`src/rtl/mem_port_arbiter_pkg.sv`:
```
`default_nettype none
// ============================================================================
// mem_arb_defs : shared FSM state encodings and grant-owner codes for the
//                unified-memory port arbiter.
// Rev 1.0
// ============================================================================
package mem_arb_defs;

    typedef enum logic [1:0] {
        ST_IDLE   = 2'd0,
        ST_ACCESS = 2'd1,
        ST_WAIT   = 2'd2,
        ST_RESP   = 2'd3
    } arb_state_t;

    localparam logic c_GNT_IF = 1'b0;
    localparam logic c_GNT_DM = 1'b1;

    localparam int c_ADDR_W = 32;
    localparam int c_DATA_W = 32;

endpackage : mem_arb_defs
`default_nettype wire

```
`src/rtl/mem_arb_lat_counter.sv`:
```
`default_nettype none
// ============================================================================
// mem_arb_lat_counter : memory-latency down-counter; loaded with MEM_LAT in
//                       the access cycle, flags the final WAIT cycle.
// Rev 1.0
// ============================================================================
module mem_arb_lat_counter #(
    parameter int MEM_LAT = 1
) (
    input  logic clk,
    input  logic rst,
    input  logic i_load,
    input  logic i_wait,
    output logic o_last
);

    localparam int c_CW = $clog2(MEM_LAT + 1);

    logic [c_CW-1:0] r_cnt;

    always_ff @(posedge clk) begin
        if (rst) begin
            r_cnt <= '0;
        end else if (i_load) begin
            r_cnt <= c_CW'(MEM_LAT);
        end else if (i_wait && (r_cnt != '0)) begin
            r_cnt <= r_cnt - 1'b1;
        end
    end

    assign o_last = i_wait && (r_cnt == c_CW'(1));

endmodule : mem_arb_lat_counter
`default_nettype wire

```
`src/rtl/mem_port_arbiter.sv`:
```
`default_nettype none
// ============================================================================
// mem_port_arbiter : serialises IF and DM requests onto one fixed-latency
//                    single-port memory, with DM priority and IF anti-starvation.
// Optional: MEM_ARB_PERF_CNT_EN adds internal stall/grant performance counters.
// Rev 1.0
// ============================================================================
module mem_port_arbiter
    import mem_arb_defs::*;
#(
    parameter int MEM_LAT      = 1,
    parameter int STARVE_LIMIT = 4
) (
    input  logic                clock,
    input  logic                reset,
    input  logic                if_req,
    input  logic [c_ADDR_W-1:0] if_addr,
    output logic                if_ready,
    output logic [c_DATA_W-1:0] if_rdata,
    input  logic                dm_req,
    input  logic                dm_we,
    input  logic [c_ADDR_W-1:0] dm_addr,
    input  logic [c_DATA_W-1:0] dm_wdata,
    output logic                dm_ready,
    output logic [c_DATA_W-1:0] dm_rdata,
    output logic                mem_en,
    output logic                mem_we,
    output logic [c_ADDR_W-1:0] mem_addr,
    output logic [c_DATA_W-1:0] mem_wdata,
    input  logic [c_DATA_W-1:0] mem_rdata,
    output logic                stall
);

    localparam int c_SW = (STARVE_LIMIT < 1) ? 1 : $clog2(STARVE_LIMIT + 1);
    localparam logic [c_SW-1:0] c_STARVE_MAX = c_SW'(STARVE_LIMIT);

    arb_state_t          r_state;
    arb_state_t          w_state_nxt;
    logic                r_owner;
    logic                r_we;
    logic [c_ADDR_W-1:0] r_addr;
    logic [c_DATA_W-1:0] r_wdata;
    logic [c_DATA_W-1:0] r_if_rdata;
    logic [c_DATA_W-1:0] r_dm_rdata;
    logic [c_SW-1:0]     r_starve;
    logic                w_dm_win;
    logic                w_grant;
    logic                w_last;

    // DM has priority unless IF has already lost STARVE_LIMIT times in a row.
    assign w_dm_win = dm_req && !(if_req && (r_starve == c_STARVE_MAX));
    assign w_grant  = (r_state == ST_IDLE) && (if_req || dm_req);

    mem_arb_lat_counter #(
        .MEM_LAT (MEM_LAT)
    ) u_lat_cnt (
        .clk    (clock),
        .rst    (reset),
        .i_load (r_state == ST_ACCESS),
        .i_wait (r_state == ST_WAIT),
        .o_last (w_last)
    );

    always_ff @(posedge clock) begin
        if (reset) begin
            r_state <= ST_IDLE;
        end else begin
            r_state <= w_state_nxt;
        end
    end

    always_comb begin
        w_state_nxt = r_state;
        mem_en      = 1'b0;
        mem_we      = 1'b0;
        if_ready    = 1'b0;
        dm_ready    = 1'b0;
        case (r_state)
            ST_IDLE: begin
                if (w_grant) begin
                    w_state_nxt = ST_ACCESS;
                end
            end
            ST_ACCESS: begin
                mem_en      = 1'b1;
                mem_we      = r_we;
                w_state_nxt = ST_WAIT;
            end
            ST_WAIT: begin
                if (w_last) begin
                    w_state_nxt = ST_RESP;
                end
            end
            ST_RESP: begin
                if_ready    = (r_owner == c_GNT_IF);
                dm_ready    = (r_owner == c_GNT_DM);
                w_state_nxt = ST_IDLE;
            end
            default: w_state_nxt = ST_IDLE;
        endcase
    end

    // Transaction attributes are frozen at grant; requester inputs are ignored afterwards.
    always_ff @(posedge clock) begin
        if (reset) begin
            r_owner  <= c_GNT_IF;
            r_we     <= 1'b0;
            r_addr   <= '0;
            r_wdata  <= '0;
            r_starve <= '0;
        end else if (w_grant) begin
            if (w_dm_win) begin
                r_owner <= c_GNT_DM;
                r_we    <= dm_we;
                r_addr  <= dm_addr;
                r_wdata <= dm_wdata;
                if (!if_req) begin
                    r_starve <= '0;
                end else if (r_starve != c_STARVE_MAX) begin
                    r_starve <= r_starve + 1'b1;
                end
            end else begin
                r_owner  <= c_GNT_IF;
                r_we     <= 1'b0;
                r_addr   <= if_addr;
                r_wdata  <= '0;
                r_starve <= '0;
            end
        end
    end

    always_ff @(posedge clock) begin
        if (reset) begin
            r_if_rdata <= '0;
            r_dm_rdata <= '0;
        end else if (w_last && !r_we) begin
            if (r_owner == c_GNT_IF) begin
                r_if_rdata <= mem_rdata;
            end else begin
                r_dm_rdata <= mem_rdata;
            end
        end
    end

    assign if_rdata  = r_if_rdata;
    assign dm_rdata  = r_dm_rdata;
    assign mem_addr  = r_addr;
    assign mem_wdata = r_wdata;

    // Drops in the ready cycle so the pipeline advances on that same edge.
    assign stall = (if_req & ~if_ready) | (dm_req & ~dm_ready);

`ifdef MEM_ARB_PERF_CNT_EN
    logic [31:0] r_stall_cycles;
    logic [31:0] r_if_grants;
    logic [31:0] r_dm_grants;

    always_ff @(posedge clock) begin
        if (reset) begin
            r_stall_cycles <= '0;
            r_if_grants    <= '0;
            r_dm_grants    <= '0;
        end else begin
            if (stall) begin
                r_stall_cycles <= r_stall_cycles + 32'd1;
            end
            if (w_grant && !w_dm_win) begin
                r_if_grants <= r_if_grants + 32'd1;
            end
            if (w_grant && w_dm_win) begin
                r_dm_grants <= r_dm_grants + 32'd1;
            end
        end
    end
`else
`endif

endmodule : mem_port_arbiter
`default_nettype wire

```
`config.mk`:
```
export PLATFORM = sky130hd
export DESIGN_NAME = mem_port_arbiter
export DESIGN_NICKNAME = d
export VERILOG_FILES = /design/src/rtl/mem_port_arbiter_pkg.sv /design/src/rtl/mem_arb_lat_counter.sv /design/src/rtl/mem_port_arbiter.sv
export SDC_FILE = /design/constraint.sdc
export NUM_CORES = 1
export LEC_CHECK = 0
export ABC_AREA = 0
export CORE_MARGIN = 2
export CORE_UTILIZATION = 40
export DETAILED_ROUTE_END_ITERATION = 6
export PLACE_DENSITY = 0.81
export REMOVE_ABC_BUFFERS = 1
export SYNTH_ARGS = -nofsm -noshare
export SYNTH_HDL_FRONTEND = slang
export SYNTH_HIERARCHICAL = 1
export SYNTH_SLANG_ARGS = --single-unit
export TNS_END_PERCENT = 100
```
`constraint.sdc`:
```
create_clock -name clock -period 2.1 [get_ports clock]
set_input_delay 0.42 -clock clock [delete_from_list [all_inputs] [get_ports clock]]
set_output_delay 0.42 -clock clock [all_outputs]
set_load 0.05 [all_outputs]
```
==> flow_metrics.tcl <==
set metrics [dict create \
    hold_viol 0 \
    wl_met2_um 8272 \
    max-slew-margin-rel_pct 62.62 \
    p_int_mw 6.298 \
    finClkSkew_ns 0.01163 \
    cts_root_buf "clkbuf_16" \
    drv_slew 0 \
    drv_cap 0 \
    fp.coreArea_um2 12620 \
    r2r_slack_ns 0.24 \
    fin_crit_sh_pct 96.89 \
    fin_tns_setup_ns 0 \
    clock_path_buffers 2 \
    yosys_warnings 6 \
    rr_worst_depth 7 \
    num-fill-cells 997 \
    die_x_um 117.5 \
    crit_chain "clkdlybuf4s50_1" \
    gr-usage-all-layers_pct 23.37 \
    hpwl_um 11380 \
    htree_levels 4 \
    status "completed" \
    slowest_delay_ns 0.86 \
    grt_max_degree 69 \
    drive_above_1_share_pct 8.824 \
    gp_congestion 0.8025 \
    path_depth 1 \
    postLayoutCoreUtil_pct 68.43 \
    overflow 0 \
    cts_tree "built" \
    seqCellArea_um2 2723 \
    seq_power_share_pct 32.7 \
    multi_input_area_um2 2182 \
    syn_avg_cell_area_um2 8.710 \
    final_cell_mix "clkdlybuf4s50_1, dfxtp_1, nand2_1" \
    fmax_mhz 491.5 \
    pwr-share-clk_pct 33.0 \
    path_max_fanout 2 \
    nets 977 \
    peakVddDrop_uv 591.3 \
    wl_met3_um 1179 \
    p_comb_share_pct 34.2 \
    cts_hold_buf 0 \
    syn_inst 592 \
    io_buffers 265 \
    crit_type "reg2out" \
    wl_um 16540 \
    p_leak_nw 3.111 \
    synthesis.area_um2 5156 \
    numCtsBuffers 17 \
    die_h_um 117.5 \
    setup_viol 0 \
    powerDensity_nw_per_um2 1124 \
    reg2reg_from "r_state[0]$_SDFFE_PP0P_" \
    top_layer_used "met4" \
    cp_top_family "buffers and inverters" \
    vias 5332 \
    drc 0 \
    switching_power_mw 3.407 \
    tightestPinTransition_ns 0.5590 \
    clk_latency_ns 0.40 \
    min_path_type "reg2reg" \
    drtPass1Iterations 5 \
    worstSetupStartpointType "register" \
    ant_nets 0 \
    clk_pin_slew_ns 0.06 \
    antenna_found_initial 0 \
    switching_share_pct 35.11 \
    cp-end-kind "output port" \
    routedWlPerCell_um 16.18 \
    critPathBufInv 1 \
    cts.sinks 136 \
    r2r_end "if_rdata[14]$_SDFFE_PP0P_" \
    endpoint "mem_wdata[4]" \
    synth_cell_types 34 \
    grt_pass1_wl_um 26360 \
    crit_required_ns 1.68 \
    cp.arrival_ns 1.61 \
    antenna_cells 0 \
    start_util_pct 40.86 \
    die-area_um2 13810 \
    area_growth_syn_to_layout_pct 67.48 \
    period_minus_slack_ns 2.035 \
    layout.cells.most_common "clkdlybuf4s50_1" \
    synth_seq_cells 136 \
    worstSetupStartpoint "mem_wdata[4]$_SDFFE_PP0P_" \
    finalPower_mw 9.705 \
    wl_met1_um 6674 \
    first_iter_violations 323 \
    yosysSeqAreaShare_pct 52.80 \
    critPathSlowestCell "clkdlybuf4s50_1" \
    io_pins 266 \
    viasPerCell 5.217 \
    grt_pass1_vias 5345 \
    num_rows 41 \
    postCtsSetupBuffers 0 \
    rsz0062_at_grt "no" \
]
[layer usage]
metal	vias up	global-route usage (%)
li1	2556	-
met5	-	0
met4	0	9.262
met1	2519	27.13
met2	224	40.53
met3	33	6.831
[synthesized netlist by cell type]
cell | n | area share (%)
a211oi_1 | 1 | 0.15
a21o_1 | 1 | 0.15
a21oi_1 | 69 | 6.7
a21oi_2 | 1 | 0.17
a22o_1 | 20 | 3.4
a22o_2 | 13 | 2.5
a311oi_1 | 32 | 5.4
a31o_1 | 1 | 0.17
a32o_1 | 1 | 0.19
a32oi_1 | 1 | 0.17
and2_1 | 1 | 0.12
and2_2 | 1 | 0.15
and3_4 | 1 | 0.22
and3b_1 | 2 | 0.34
buf_1 | 7 | 0.51
buf_2 | 1 | 0.097
buf_6 | 5 | 1.1
clkbuf_1 | 40 | 2.9
dfxtp_1 | 136 | 53
ha_1 | 7 | 1.7
inv_1 | 7 | 0.51
nand2_1 | 130 | 9.5
nand2b_1 | 2 | 0.24
nand3_1 | 34 | 3.3
nand3b_1 | 1 | 0.15
nor2_1 | 35 | 2.5
nor2b_1 | 1 | 0.12
nor3_1 | 1 | 0.097
nor3b_1 | 2 | 0.29
nor4b_4 | 1 | 0.46
o211ai_1 | 1 | 0.15
o21a_1 | 1 | 0.15
o21ai_0 | 33 | 3.2
or3b_2 | 2 | 0.34
[power groups by stage]
stage	Combinational, mW	Sequential [mW]	Clock, mW
CTS	3.32	3.17	3.26
finish	3.32	3.18	3.21
global route	3.51	3.22	3.37
floorplan	0.865	4.34	0
global placement	3.25	3.20	0
detailed placement	3.31	3.21	0
[registers in the layout (all words and copies together) (netlist names)]
register,cells
r_owner,1
r_state,2
r_we,1
if_rdata,32
mem_addr,32
r_starve,3
dm_rdata,32
u_lat_cnt/r_cnt,1
mem_wdata,32
[final cells by class]
class,instances,area share (%)
tap,172,2.492
clock buffer,22,5.607
timing repair buffer,279,32.89
inverter,7,0.3043
sequential,136,31.53
multi-input combinational,396,25.27
clock inverter,10,1.912
[logic make-up (layout without fill, tap and decap cells)]
logic type	Yosys count	in the layout	synth area share, %
flip-flops	136	136	52.80
adder cells (fa/ha/maj)	7	7	1.699
buffers and inverters	60	318	5.120
AND/OR/NAND/NOR	214	214	17.84
AO/OA/AOI/OAI	175	175	22.54
[worst min path at each step]
stage / from / to / slack, ns / depth (start not counted)
2_1_floorplan: u_lat_cnt/r_cnt$_SDFFE_PP0P_ / u_lat_cnt/r_cnt$_SDFFE_PP0P_ / 0.45 / 2
6_report: if_rdata[20]$_SDFFE_PP0P_ / if_rdata[20]$_SDFFE_PP0P_ / 0.45 / 2
3_3_place_gp: dm_rdata[19]$_SDFFE_PP0P_ / dm_rdata[19]$_SDFFE_PP0P_ / 0.44 / 2
4_1_cts: reset / r_owner$_SDFFE_PP0P_ / 0.45 / 2
3_5_place_dp: dm_rdata[21]$_SDFFE_PP0P_ / dm_rdata[21]$_SDFFE_PP0P_ / 0.45 / 2
5_1_grt: if_rdata[27]$_SDFFE_PP0P_ / if_rdata[27]$_SDFFE_PP0P_ / 0.47 / 2
[per-stage QoR]
stage          setup slack (ns)  instances  hold slack, ns  instance area, µm²
6_report                0.06529       1022          0.4517                8636
4_1_cts                 0.04291       1022          0.4462                8632
3_5_place_dp            0.05118        990          0.4475                7983
3_3_place_gp            0.07209        990          0.4405                7983
2_1_floorplan           -0.9225        539          0.4521                4918
5_1_grt                 0.03234       1022          0.4684                8636
[what timing repair did]
action	in CTS	in global routing
setup endpoints to repair	0	1
gates resized for setup	0	1
endpoints found under the hold margin	0	0
(Power assumes the default switching activity.)
